**config.mk**
```make
export PLATFORM = sky130hd
export DESIGN_NAME = sram_port_arbiter
export DESIGN_NICKNAME = d
export VERILOG_FILES = /design/src/rtl/sram_arb_pkg.sv /design/src/rtl/sram_arb_rr.sv /design/src/rtl/sram_port_arbiter.sv
export SDC_FILE = /design/constraint.sdc
export NUM_CORES = 1
export LEC_CHECK = 0
export ABC_CLOCK_PERIOD_IN_PS = 2800
export CAP_MARGIN = 40
export CORE_ASPECT_RATIO = 0.6
export CORE_MARGIN = 10
export CORE_UTILIZATION = 30
export DETAILED_ROUTE_END_ITERATION = 8
export DONT_BUFFER_PORTS = 1
export PLACE_DENSITY_LB_ADDON = 0.08
export SETUP_SLACK_MARGIN = 0.3
export SLEW_MARGIN = 20
export SYNTH_ARGS = -nofsm -noshare
export SYNTH_HDL_FRONTEND = slang
export SYNTH_SLANG_ARGS = --single-unit
```
**constraint.sdc**
```tcl
create_clock -name clk -period 2.8 [get_ports clk]
set_input_delay 0.84 -clock clk [delete_from_list [all_inputs] [get_ports clk]]
set_output_delay 0.84 -clock clk [all_outputs]
set_load 0.01 [all_outputs]
```
**src/rtl/sram_arb_pkg.sv**
```systemverilog
`default_nettype none
// ============================================================================
// Module   : sram_arb_pkg
// Brief    : Shared FSM state encoding, default bus widths and grant-owner
//            encoding for the SRAM port arbiter.
// Revision : 1.0 - initial release
// ============================================================================
package sram_arb_pkg;

  localparam int unsigned C_DEFAULT_AW = 19;
  localparam int unsigned C_DEFAULT_DW = 16;
  localparam int unsigned C_CNT_W      = 4;

  typedef enum logic [1:0] {
    ST_IDLE   = 2'd0,
    ST_SETUP  = 2'd1,
    ST_ACCESS = 2'd2,
    ST_DONE   = 2'd3
  } state_t;

  typedef enum logic {
    GNT_WR = 1'b0,
    GNT_RD = 1'b1
  } gnt_t;

endpackage
`default_nettype wire

```
**src/rtl/sram_arb_rr.sv**
```systemverilog
`default_nettype none
// ============================================================================
// Module   : sram_arb_rr
// Brief    : Two-input write/read grant decision with last-grant register.
//            SRAM_ARB_WRITE_PRIO_EN: write always wins a simultaneous request.
// Revision : 1.0 - initial release
// ============================================================================
module sram_arb_rr
  import sram_arb_pkg::*;
(
  input  logic clk,
  input  logic rst,
  input  logic i_grant_en,
  input  logic i_wr_req,
  input  logic i_rd_req,
  output logic o_gnt_valid,
  output gnt_t o_gnt_owner
);

  gnt_t r_last;

  always_comb begin
    o_gnt_valid = i_wr_req | i_rd_req;
    o_gnt_owner = GNT_RD;
    if (i_wr_req && i_rd_req) begin
`ifdef SRAM_ARB_WRITE_PRIO_EN
      o_gnt_owner = GNT_WR;
`else
      o_gnt_owner = (r_last == GNT_RD) ? GNT_WR : GNT_RD;
`endif
    end else if (i_wr_req) begin
      o_gnt_owner = GNT_WR;
    end
  end

  // Reset to "read" so a write wins the first tie.
  always_ff @(posedge clk or posedge rst) begin
    if (rst) begin
      r_last <= GNT_RD;
    end else if (i_grant_en && o_gnt_valid) begin
      r_last <= o_gnt_owner;
    end
  end

endmodule
`default_nettype wire

```
**src/rtl/sram_port_arbiter.sv**
```systemverilog
`default_nettype none
// ============================================================================
// Module   : sram_port_arbiter
// Brief    : Shares one asynchronous SRAM between a write and a read requester
//            with a SETUP/ACCESS/DONE strobe sequence per word.
//            SRAM_ARB_WRITE_PRIO_EN: write always wins simultaneous requests.
// Revision : 1.0 - initial release
// ============================================================================
module sram_port_arbiter
  import sram_arb_pkg::*;
#(
  parameter int unsigned ACCESS_CYCLES = 2,
  parameter int unsigned AW            = C_DEFAULT_AW,
  parameter int unsigned DW            = C_DEFAULT_DW
) (
  input  logic          clk,
  input  logic          rst,
  input  logic          wr_req,
  input  logic [AW-1:0] wr_addr,
  input  logic [DW-1:0] wr_data,
  output logic          wr_done,
  input  logic          rd_req,
  input  logic [AW-1:0] rd_addr,
  output logic [DW-1:0] rd_data,
  output logic          rd_done,
  output logic          busy,
  output logic [AW-1:0] sram_addr,
  output logic [DW-1:0] sram_dq_o,
  output logic          sram_dq_oe,
  input  logic [DW-1:0] sram_dq_i,
  output logic          sram_ce_n,
  output logic          sram_oe_n,
  output logic          sram_we_n
);

  localparam logic [C_CNT_W-1:0] C_LAST_CNT = C_CNT_W'(ACCESS_CYCLES - 1);

  state_t              r_state;
  state_t              w_state_nxt;
  logic [C_CNT_W-1:0]  r_cnt;
  logic [C_CNT_W-1:0]  w_cnt_nxt;
  gnt_t                r_dir;
  logic [AW-1:0]       r_addr;
  logic [DW-1:0]       r_wdata;
  logic [DW-1:0]       r_rdata;
  logic                w_idle;
  logic                w_gnt_valid;
  gnt_t                w_gnt_owner;
  logic                w_grant;
  logic                w_last_access;
  logic                w_is_wr;

  assign w_idle        = (r_state == ST_IDLE);
  assign w_grant       = w_idle & w_gnt_valid;
  assign w_last_access = (r_state == ST_ACCESS) && (r_cnt == C_LAST_CNT);
  assign w_is_wr       = (r_dir == GNT_WR);

  sram_arb_rr u_rr (
    .clk         (clk),
    .rst         (rst),
    .i_grant_en  (w_idle),
    .i_wr_req    (wr_req),
    .i_rd_req    (rd_req),
    .o_gnt_valid (w_gnt_valid),
    .o_gnt_owner (w_gnt_owner)
  );

  always_ff @(posedge clk or posedge rst) begin
    if (rst) begin
      r_state <= ST_IDLE;
      r_cnt   <= '0;
    end else begin
      r_state <= w_state_nxt;
      r_cnt   <= w_cnt_nxt;
    end
  end

  always_comb begin
    w_state_nxt = r_state;
    w_cnt_nxt   = r_cnt;
    busy        = 1'b1;
    sram_ce_n   = 1'b0;
    sram_we_n   = 1'b1;
    sram_oe_n   = 1'b1;
    sram_dq_oe  = w_is_wr;
    wr_done     = 1'b0;
    rd_done     = 1'b0;
    case (r_state)
      ST_IDLE: begin
        busy       = 1'b0;
        sram_ce_n  = 1'b1;
        sram_dq_oe = 1'b0;
        if (w_gnt_valid) begin
          w_state_nxt = ST_SETUP;
        end
      end
      ST_SETUP: begin
        w_state_nxt = ST_ACCESS;
        w_cnt_nxt   = '0;
      end
      ST_ACCESS: begin
        sram_we_n = ~w_is_wr;
        sram_oe_n = w_is_wr;
        if (r_cnt == C_LAST_CNT) begin
          w_state_nxt = ST_DONE;
        end else begin
          w_cnt_nxt = r_cnt + 1'b1;
        end
      end
      ST_DONE: begin
        // Read keeps OE low one extra cycle as data hold; write keeps DQ driven.
        sram_oe_n   = w_is_wr;
        wr_done     = w_is_wr;
        rd_done     = ~w_is_wr;
        w_state_nxt = ST_IDLE;
      end
      default: begin
        w_state_nxt = ST_IDLE;
      end
    endcase
  end

  always_ff @(posedge clk or posedge rst) begin
    if (rst) begin
      r_dir   <= GNT_RD;
      r_addr  <= '0;
      r_wdata <= '0;
      r_rdata <= '0;
    end else begin
      if (w_grant) begin
        r_dir  <= w_gnt_owner;
        r_addr <= (w_gnt_owner == GNT_WR) ? wr_addr : rd_addr;
        if (w_gnt_owner == GNT_WR) begin
          r_wdata <= wr_data;
        end
      end
      if (w_last_access && !w_is_wr) begin
        r_rdata <= sram_dq_i;
      end
    end
  end

  assign sram_addr = r_addr;
  assign sram_dq_o = r_wdata;
  assign rd_data   = r_rdata;

endmodule
`default_nettype wire

```
# Word-level counts from Yosys, hierarchy flattened
# Cells that the tools add are included.
# Widths: inputs -> output; s select.
[totals] memories=0 word_cells=45 ramBits=0 latch_bits=0 output_inout_bits=58 inputBits=74 reg_bits=59 rom_bits=0
[op_classes] n_mux=16 add_sub_neg=1 order_cmp=0 bitwise=4 eq_ne=7 multipliers=0 div=0 n_reduce_logical=10 shifts=0
[op_table] cell="$mux 19" count=1
[op_table] cell="$mux 1" count=10
[op_table] cell="$pmux 2 s4" count=1
[op_table] cell="$pmux 4 s2" count=1
[op_table] cell="$reduce_and 2->1" count=3
[op_table] cell="$add 4x1->4 const B" count=1
[op_table] cell="$eq 2x2->1 const B" count=2
[op_table] cell="$eq 4x1->1 const B" count=1
[op_table] cell="$logic_and 1x1->1" count=4
[op_table] cell="$mux 2" count=2
[op_table] cell="$mux 4" count=1
[op_table] cell="$ne 2x2->1 const B" count=2
[op_table] cell="$eq 2x1->1 const B" count=1
[op_table] cell="$logic_not 2->1" count=1
[op_table] cell="$ne 2x1->1 const B" count=1
[op_table] cell="$not 1->1" count=2
[op_table] cell="$reduce_bool 2->1" count=1
[op_table] cell="$reduce_or 2->1" count=1
[op_table] cell="$and 1x1->1" count=1
[op_table] cell="$or 1x1->1" count=1

# Depth between registers and ports, before layout
# Gate-level depths: netlist (run 1).
[depth] ltp_word=4 ltp_mapped=6 depth_no_buf=5

# Cells and area by module
# A second synthesis (run 1) with hierarchy kept.
[unflattened] cells_unflattened=207 hier_area_um2=2671.3
[modules_own_cells] module="sram_port_arbiter" area_each_um2=2615.0 cells_per_inst=200 seq_area_each_um2=1452.6 n_inst=1
[modules_own_cells] module="sram_arb_rr" area_each_um2=56.3 cells_per_inst=7 seq_area_each_um2=26.3 n_inst=1

# Worst setup path before layout (run 1)
# Ideal clock, no wire load.
[synth_path] path_kind="flip-flop to output port" start="register r_state[0]" end="output port sram_oe_n" t_required_ns=1.960 arrival_ns=1.097 slack_ns=0.863 path_buffers=1 path_stages_with_launch=5 cell_sequence="dfrtp_1 inv_1 ha_1 clkbuf_1 o21ai_0"
[synth_between] elab_chain_cells=3 elab_cells_between_ends=4 cone_classes="2 x eq/ne; 1 x mux; 1 x reduce/logical"
[synth_lines] item="from (decl)" line_no="sram_port_arbiter.sv:38" rtl="state_t r_state;"
[synth_lines] item="from (signal assigned)" line_no="sram_port_arbiter.sv:73" rtl="r_state <= w_state_nxt;"
[synth_lines] item="$eq 2x2->1" line_no="sram_port_arbiter.sv:88" rtl="case (r_state)"
[synth_lines] item="$reduce_or 2->1 (no line) *"
[synth_lines] item="$mux 1 *" line_no="sram_port_arbiter.sv:88"
[synth_lines] item="to (decl)" line_no="sram_port_arbiter.sv:32" rtl="output logic sram_oe_n,"
# Mark *: on every way between the ends. The rest lies on a longest branch, timed or not.

# Worst setup path in the final report (run 1)
# Same ends and word-level chain as after synthesis.

==> results by group, run 1 <==
Die
  • Starting Density: 0.313
  • Die area: around 12,000 µm²
  • # rows: 25
  • Die W: 138 µm
  • Die H: ~91 µm
  • Top-Level Pins: 132
  • Core ar.: ~8000 µm²

Synth
  • Netlist cell types: 28
  • Syn_nets: between 200 and 300
  • Average cell area after synthesis: 13.6 µm²
  • Synth Area in Compound Gates: 0.114
  • Synth Area in XOR/XNOR: 0
  • Seq cells post-synth: between 50 and 60
  • Seq/Total Area, Yosys: 0.582
  • Synth warnings: 0
  • Simple-gate portion of the synthesized area: 0.0848
  • Post-Syn Instances: between 150 and 200
  • Synthesized cell area: 2490 µm²
  • Post-synthesis mux area share: 0.153
  • Adder-cell share of the synthesized area: 0.0351
  • Largest family of logic cells by synthesized area: multiplexers

Finish
  • Multi-input gate area: approximately 980 µm²
  • # fillers: 750
  • Number of diodes: 0
  • Final #Nets: 272
  • Most common cell after layout, fill and taps aside: dfrtp_1
  • Area delta synth->final: 18.4%
  • Most frequent cells in the layout: dfrtp_1, mux2_2, and2_0, a221o_1, clkbuf_16
  • Share of cells above drive strength 1: 0.303
  • Register area: 1450 µm²
  • Fin cells: just over 300

Routing
  • Routed WL: 6600 µm
  • DRC viols: 0
  • WL/cell: around 22 µm
  • Post-route ant nets: 0
  • Detailed Routing Iterations Pass 1: 4
  • Vias/cell: between 5 and 6
  • Via Count: between 1,500 and 2,000
  • First DRT Iteration DRCs: 47

Clock tree
  • Clock Latency Late Sink: roughly 310 ps
  • Num Clock Sinks: 58
  • Post-CTS Hold Buffers: 0
  • Worst-path clk slew: approximately 50 ps
  • Root Buffer: clkbuf_16
  • Clk buf depth: 2
  • H-tree depth: 3
  • CTS Buf Count: 9
  • PostCTS Resize Cnt: 0
  • CTS tree: done
  • Post-CTS setup buffers: 0

Global routing
  • Pin count of the biggest net entering global routing: 42
  • Gr ovfl total: 0
  • Total GRT Usage: 0.103
  • Via count of the first global-routing pass: roughly 1,700
  • Initial antenna violation count: 0
  • Global-route wire length before repair: a little under 10,000 µm

Placed design
  • Routability cong.: 0.706
  • Placed Cells: about 290
  • Input/output buffers: 0
  • DP HPWL: 5120 µm

STA
  • Final setup TNS: 0 ps
  • Maximum achievable frequency: 421 MHz
  • Minimum clock period: ~2400 ps
  • Slew Limit Fails: 0
  • Final Hold Viols: 0
  • Crit share post-route: 0.848
  • Worst Max-Slew Pin Slew: between 400 and 500 ps
  • Final setup fails: 0
  • Clock skew: 5.47 ps
  • RSZ-0062 raised after global routing: false
  • Relative slew margins: 0.707

Pwr
  • Peak VDD IR: about 0.44 mV
  • Pwr dens: between 1000 and 1500 nW/µm²
  • Pleak: ~1.3 nW
  • Total power: approximately 3.9 mW

Outcome
  • Outcome: completed

Flow run
  • Max-cap viol count: 0

Critical path
  • CP max stage delay: approximately 400 ps
  • Worst EP arrival: between 1500 and 2000 ps
  • Crit path cell chain: inv_1 -> ha_1 -> o21ai_0
  • Delay-heaviest family, CP: flip-flops
  • Worst path required time: 1960 ps
  • Slowest CP cell: dfrtp_1
  • CP max FO: 9
  • Kind of critical path: reg2out
  • CP bufs+invs: 1
  • Crit path capture type: output pin
  • Crit path launch type: flip-flop
  • FF-to-FF setup slack: ~830 ps

Min path
  • Class of the worst hold path: in2async
==> registers in the layout, indices dropped and copies added (netlist names) <==
signal,flops
r_state,2
r_dir,1
sram_addr,19
sram_dq_o,16
rd_data,16
r_cnt,4
==> per-layer routing <==
layer / vias up / GRT usage / share of wire
met5: - / 0 / 0
met4: 0 / 0.0285 / 0.0062
met3: 5 / 0.0633 / 0.12
met2: 85 / 0.169 / 0.49
met1: 772 / 0.107 / 0.37
li1: 682 / - / -
==> Yosys cell counts, drive strengths merged <==
master,count,area (µm²)
or3b,1,11.3
a21o,1,7.51
dfrtp,57,1430
nand2,5,18.8
and2,20,125
a221o,19,190
nand3,1,5.00
mux2i,1,10.0
dfstp,1,26.3
nor3,1,16.3
clkbuf,5,18.8
buf,4,32.5
inv,7,26.3
nor2,4,15.0
a21oi,6,33.8
nor2b,1,6.26
nand4,1,6.26
mux2,33,372
o32a,2,20.0
ha,7,87.6
nor3b,1,7.51
o22ai,2,12.5
a22o,1,10.0
o21ai,2,10.0
==> area by class of cell <==
cell class                      count  share of cell area
Sequential cell                    58               0.492
Multi-Input combinational cell    109               0.330
Clock buffer                       12              0.0834
Tap cell                          108              0.0457
Timing Repair Buffer                6              0.0263
Clock inverter                      3              0.0136
Inverter                            7             0.00889
==> cell families (layout without fill, tap and decap cells) <==
group	after synthesis	after routing
AND/OR/NAND/NOR	35	35
flip-flops	58	58
AO/OA/AOI/OAI	33	33
adder cells (fa/ha/maj)	7	7
buffers and inverters	16	28
multiplexers	34	34
==> power by group <==
| part | total, mW | internal (mW) | switching [mW] |
|---|---|---|---|
| Combinational | 1.09 | 0.577 | 0.508 |
| Clock | 1.04 | 0.703 | 0.337 |
| Sequential | 1.76 | 1.26 | 0.500 |
==> worst register-to-register path: stages, from the launching register on <==
cell	delay (ps)
dfrtp_1	410
inv_1	120
ha_1	370
nand2_1	140
a21oi_4	210
buf_4	240
mux2_2	350
==> final timing paths <==
check                                start             to  cells past startpoint
worst max-delay path            r_state[0]      sram_oe_n                      3
worst min-delay path                   rst  sram_dq_o[14]                      1
worst max register to register  r_state[0]  sram_dq_o[15]                      6
worst min register to register    r_cnt[3]       r_cnt[3]                      1
max in group asynchronous              rst          r_dir                      2
min in group clk                  r_cnt[3]       r_cnt[3]                      1
==> metrics by stage <==
step	area (µm²)	worst slack [ps]	hold slack, ps	utilization
6_report	2950	425	392	0.370
5_1_grt	2950	375	406	0.370
4_1_cts	2940	421	384	0.368
3_5_place_dp	2650	564	510	0.333
3_3_place_gp	2650	694	495	0.332
2_1_floorplan	2490	534	474	-
Power figures use the tool's default switching activity.
==> inputs of run 2 (changes only) <==
- ABC_CLOCK_PERIOD_IN_PS: 2800 -> 2300
- clock period: 2.8 -> 2.3 ns (I/O delays scaled with it)
==> run 2 against run 1 <==
Effect of this change:
- clock power grew 16%
- critical endpoint unchanged
- critical path type unchanged
- worst setup slack lost 82 ps
- flip-flop and latch count is the same
- non-clock buffer count grew 1
==> results by group, run 2 (synthesis results as in run 1) <==
Outcome
  • Outcome: completed

Routing
  • Via Count: 1,567 (+1.5%)
  • Vias/cell: 5.14 (+0.82%)
  • Post-route ant nets: 0 (unchanged)
  • Detailed Routing Iterations Pass 1: 4 (unchanged)
  • Routed WL: 6620 µm (+0.27%)
  • First DRT Iteration DRCs: 57 (+21%)
  • DRC viols: 0 (unchanged)
  • WL/cell: 21.7 µm (-0.38%)

STA
  • Final setup fails: 0 (unchanged)
  • Worst Max-Slew Pin Slew: 527 ps (+88.2 ps)
  • Slew Limit Fails: 0 (unchanged)
  • Final Hold Viols: 0 (unchanged)
  • Clock skew: 3.65 ps (-1.82 ps)
  • Relative slew margins: 0.648 (-0.0589)
  • Final setup TNS: 0 ps (unchanged)
  • Maximum achievable frequency: 511 MHz
  • RSZ-0062 raised after global routing: true
  • Worst hold slack: 285 ps (-107 ps)
  • Crit share post-route: 0.851
  • Minimum clock period: roughly 2000 ps

Min path
  • Class of the worst hold path: in2async

Clock tree
  • Post-CTS Hold Buffers: 0 (unchanged)
  • H-tree depth: 3 (unchanged)
  • Clk buf depth: 2 (unchanged)
  • Worst-path clk slew: 50 ps (about the same)
  • CTS Buf Count: 9 (unchanged)
  • Clock Latency Late Sink: 310 ps (about the same)
  • Num Clock Sinks: 58 (unchanged)
  • Root Buffer: clkbuf_16
  • CTS tree: done

Finish
  • Most common cell after layout, fill and taps aside: dfrtp_1
  • Number of diodes: 0 (unchanged)
  • Fin cells: 305 (+0.66%)
  • Final instance area: 2950 µm² (-0.30%)
  • Area delta synth->final: 18.1%
  • Share of cells above drive strength 1: 0.330 (+0.0274)
  • Most frequent cells in the layout: dfrtp_1, mux2_2, and2_0, a221o_1, clkbuf_16
  • Largest register FFs: 19 (unchanged)
  • Final #Nets: 273 (+0.37%)

Pwr
  • Register share of total power: 0.460 (+0.008)
  • Gate power share: 0.280 (about the same)
  • Sw Pwr: 1.64 mW (+22%)
  • Pint: 3.04 mW (+20%)
  • Peak VDD IR: 0.422 mV (-5.1%)
  • Sw frac: 0.350 (+0.00302)
  • Pwr dens: 1590 nW/µm² (+21%)
  • Clk pwr share: 0.260 (-0.008)
  • Total power: 4.68 mW (+20%)
  • Pleak: 1.26 nW (-0.79%)

Global routing
  • Total GRT Usage: 0.105 (+0.00240)
  • Initial antenna violation count: 0 (unchanged)
  • Pin count of the biggest net entering global routing: 26 (-38%)
  • Via count of the first global-routing pass: 1,742 (+1.5%)
  • Gr ovfl total: 0 (unchanged)
  • Global-route wire length before repair: 10,000 µm (+1.2%)

Critical path
  • CP max FO: 9 (unchanged)
  • Crit path launch type: flip-flop
  • Crit path capture type: output pin
  • Worst EP arrival: 1270 ps (-270 ps)
  • Kind of critical path: reg2out
  • Worst path required time: 1610 ps (-350 ps)

Die
  • Core ar.: 7980 µm² (unchanged)
  • Die area: 12,500 µm² (unchanged)
  • Die W: 138 µm (unchanged)
  • # rows: 25 (unchanged)
  • Starting Density: 0.313 (unchanged)
  • Top-Level Pins: 132 (unchanged)
  • Die H: 90.6 µm (unchanged)

Placed design
  • DP HPWL: 5210 µm (+1.7%)
  • Placed cell area: 2650 µm² (-0.24%)
  • Input/output buffers: 0 (unchanged)
  • Placed Cells: 289 (+0.70%)
  • Routability cong.: 0.709 (+0.45%)

Flow run
  • Max-cap viol count: 0 (unchanged)
run 2: changes by cell type in the layout (fill, tap and decap cells not counted), sizes merged:
cell,delta
buf,+1
bufinv,-1
clkbuf,+2
clkinvlp,+1
inv,-1
run 2: worst paths after layout:
kind	start	end	slack, ps	cells past startpoint
max	r_state[0]	sram_oe_n	340	3
min	rst	r_state[0]	290	1
max reg2reg	r_state[0]	sram_dq_o[1]	420	6
min reg2reg	r_cnt[3]	r_cnt[3]	500	1
max in group asynchronous	rst	sram_addr[3]	1420	2
min in group clk	r_cnt[3]	r_cnt[3]	500	1
run 2: power groups by stage:
stage	registers [mW]	logic (mW)	clock network, mW
finish	2.15	1.31	1.21
global route	2.24	1.46	1.31
CTS	2.18	1.33	1.26
detailed placement	2.17	1.31	0
global placement	2.18	1.24	0
floorplan	2.00	1.08	0
run 2: layout make-up:
type	count	area, µm²
clock buffers	14	274
clock inverters	2	10.0
fillers	774	5030
inverters	7	30.0
multi-input cells	109	987
flip-flops and latches	58	1450
well taps	108	135
repair buffers	7	56.3
run 2: through the flow:
step | setup WS, ps | util
after global routing | 276 | 0.369
after global placement | 417 | 0.332
after detailed placement | 340 | 0.332
after CTS | 235 | 0.368
final | 343 | 0.369
after floorplan | 428 | -
run 2: layer usage:
layer	share of wire	wire, µm	track usage
met1	0.38	2520	0.110
met5	0	0	0
met3	0.13	839	0.0594
met2	0.49	3220	0.174
met4	0.0054	36	0.0363
run 2: timing repair:
action                     in CTS  in global routing
gates resized for setup         4                  2
hold endpoints to repair        0                  0
setup endpoints to repair       3                 18
buffers inserted                0                  0
run 2: critical path, cell delays in order, from the launching register on:
cell     delay [ps]
dfrtp_1         400
inv_1           100
ha_2            260
o21ai_2         190
==> inputs of run 3 (changes only) <==
- ABC_AREA: not set -> 1
- CELL_PAD_IN_SITES_DETAIL_PLACEMENT: not set -> 0
- CELL_PAD_IN_SITES_GLOBAL_PLACEMENT: not set -> 1
- CORE_MARGIN: 10 -> 2
==> run 3 against run 2 <==
Effect of this change:
- final cell count grew 43%
- non-clock buffer count grew 2
- hold slack improved by 16 ps
- critical path type unchanged
- highest routed layer unchanged
==> results by group, run 3 <==
Outcome
  • Outcome: completed

Synth
  • Post-Syn Instances: 315 (+72%)
  • Synthesized cell area: 2680 µm² (+7.3%)
  • Syn_nets: 396 (+50%)
  • Top cells by area, synth: dfrtp_1, nand2_1, nand3_1
  • Synth warnings: 0 (unchanged)
  • Average cell area after synthesis: 8.50 µm² (-38%)
  • Seq/Total Area, Yosys: 0.543 (-0.0395)
  • Area share of the largest cell type after synthesis: 0.533 (-0.0388)
  • Most common cell in the netlist: nand2_1
  • Seq cells post-synth: 58 (unchanged)
  • Synth area leader: dfrtp_1
  • Main synth FF type: dfrtp_1
  • Number of flops mapped to enable cells by yosys: 0 (unchanged)
  • Netlist cell types: 18 (-36%)
  • Synth top cells by count: nand2_1, dfrtp_1, nand3_1
  • Ys async rst share: 1.00 (unchanged)

Critical path
  • Worst EP arrival: 1300 ps (+30 ps)
  • Crit path cell chain: inv_1 -> ha_2 -> nand2_1
  • Slowest CP cell: dfrtp_1
  • Crit path launch type: flip-flop
  • Reg-to-Reg Start: r_state[0]
  • Kind of critical path: reg2out
  • CP bufs+invs: 1 (unchanged)
  • Delay-heaviest family, CP: flip-flops
  • CP max FO: 4 (-5)
  • Worst path required time: 1610 ps (about the same)
  • Worst Setup SP: r_state[0]
  • CP max stage delay: 410 ps (about the same)
  • Crit path capture type: output pin

Global routing
  • Global-route wire length before repair: 12,300 µm (+23%)
  • Pin count of the biggest net entering global routing: 59 (+130%)
  • GRT busiest layer: met1
  • Grt met2 use: 0.208 (+0.0334)
  • Gr ovfl total: 0 (unchanged)
  • Met1 Usage GRT: 0.238 (+0.129)
  • Via count of the first global-routing pass: 2,210 (+27%)
  • Initial antenna violation count: 0 (unchanged)
  • Total GRT Usage: 0.164 (+0.0588)
  • Grt met3 use: 0.0816 (+0.0222)

Die
  • Die W: 126 µm (-8.6%)
  • Die H: 77.2 µm (-15%)
  • Starting Density: 0.312 (-0.00116)
  • Die area: 9720 µm² (-22%)
  • Core ar.: 8590 µm² (+7.7%)
  • Top-Level Pins: 132 (unchanged)
  • # rows: 26 (+4.0%)

Pwr
  • Peak VDD IR: 0.585 mV (+39%)
  • Pleak: 1.51 nW (+20%)
  • Pwr dens: 1620 nW/µm² (+2.1%)

STA
  • Worst Max-Slew Pin Slew: 364 ps (-162 ps)
  • Crit share post-route: 0.866 (+0.0153)
  • Final Hold Viols: 0 (unchanged)
  • Worst hold slack: 302 ps (+16.2 ps)
  • Relative slew margins: 0.756 (+0.108)
  • Slew Limit Fails: 0 (unchanged)
  • Final setup TNS: 0 ps (unchanged)
  • Final setup fails: 0 (unchanged)
  • RSZ-0062 raised after global routing: true
  • Minimum clock period: 1990 ps (+35.3 ps)
  • Maximum achievable frequency: 502 MHz (-1.8%)
  • Clock skew: 5.98 ps (+2.33 ps)

Routing
  • Detailed Routing Iterations Pass 1: 4 (unchanged)
  • Post-route ant nets: 0 (unchanged)
  • First DRT Iteration DRCs: 100 (+75%)
  • Vias/cell: 5.01 (-2.5%)
  • Via Count: 2,180 (+39%)
  • DRC viols: 0 (unchanged)
  • Routed WL: 7550 µm (+14%)
  • WL/cell: 17.4 µm (-20%)

Finish
  • Most common cell after layout, fill and taps aside: nand2_1
  • Number of diodes: 0 (unchanged)
  • Final core utilization: 0.372 (+0.00239)
  • Largest register FFs: 19 (unchanged)
  • Area delta synth->final: 19.3%
  • Final #Nets: 399 (+46%)
  • Share of cells above drive strength 1: 0.130 (-0.200)
  • Most frequent cells in the layout: nand2_1, dfrtp_1, nand3_1, nand4_1, o21ai_0

Clock tree
  • Clk buf depth: 2 (unchanged)
  • Root Buffer: clkbuf_16
  • Post-CTS Hold Buffers: 0 (unchanged)
  • Num Clock Sinks: 58 (unchanged)
  • H-tree depth: 3 (unchanged)
  • CTS tree: done
  • Clock Latency Late Sink: 330 ps (+20 ps)
  • CTS Buf Count: 9 (unchanged)
  • Worst-path clk slew: 50 ps (about the same)

Placed design
  • DP HPWL: 5270 µm (+1.0%)
  • Input/output buffers: 0 (unchanged)
  • Routability cong.: 0.738 (+4.0%)

Flow run
  • Max-cap viol count: 0 (unchanged)

Min path
  • Class of the worst hold path: in2async
run 3: cell types whose count changed after synthesis, sizes merged, moves of 6 or more:
cell,change
nand3,+46
o21ai,+16
a21oi,-6
inv,+7
nand2,+120
nand4,+19
a221o,-19
and2,-20
mux2,-33
buf,+6
run 3: path summary, 6_finish.rpt:
path | to | slack [ps] | depth (start not counted)
setup / recovery | sram_we_n | 310 | 3
hold / removal | sram_addr[9] | 300 | 2
setup reg to reg | sram_dq_o[9] | 620 | 7
hold reg to reg | sram_dq_o[8] | 550 | 2
max in group asynchronous | r_dir | 1700 | 2
min in group clk | sram_dq_o[8] | 470 | 2
run 3: what timing repair did:
action	CTS	global route
setup buffers	0	1
setup endpoints to repair	4	4
resized for setup	5	3
run 3: metal layers:
| metal | up-vias | share of wire |
|---|---|---|
| li1 | 1042 | - |
| met1 | 1025 | 0.50 |
| met2 | 103 | 0.39 |
| met3 | 10 | 0.098 |
| met4 | 0 | 0.014 |
| met5 | - | 0 |
run 3: cell families (layout without fill, tap and decap cells):
logic type      count (synthesis)  after routing  share of synthesized area
compound gates                 19             19                     0.0365
fa+ha+maj                       7              7                     0.0327
buf+inv                        31             39                     0.0519
flops                          58             58                      0.543
simple gates                  200            200                      0.336
run 3: layout make-up:
cell class / count / area, µm²
clock inverter: 6 / 114
sequential: 58 / 1450
timing repair buffer: 9 / 80.1
tap: 112 / 140
clock buffer: 10 / 239
multi-input combinational: 226 / 1110
fill: 891 / 5400
inverter: 14 / 56.3
run 3: metrics by stage:
step / instance area [µm²] / instances / worst slack [ps] / power (mW)
CTS: 3170 / 434 / 255 / 5.21
detailed placement: 2810 / 418 / 375 / 3.58
global route: 3190 / 435 / 251 / 5.60
global placement: 2810 / 418 / 444 / 3.58
floorplan: 2680 / 315 / 377 / 3.11
finish: 3190 / 435 / 308 / 5.17
run 3: report_power, final:
group	total (mW)	internal [mW]	switching, mW
combinational	1.47	0.522	0.950
sequential	2.13	1.53	0.609
clock	1.57	1.09	0.478
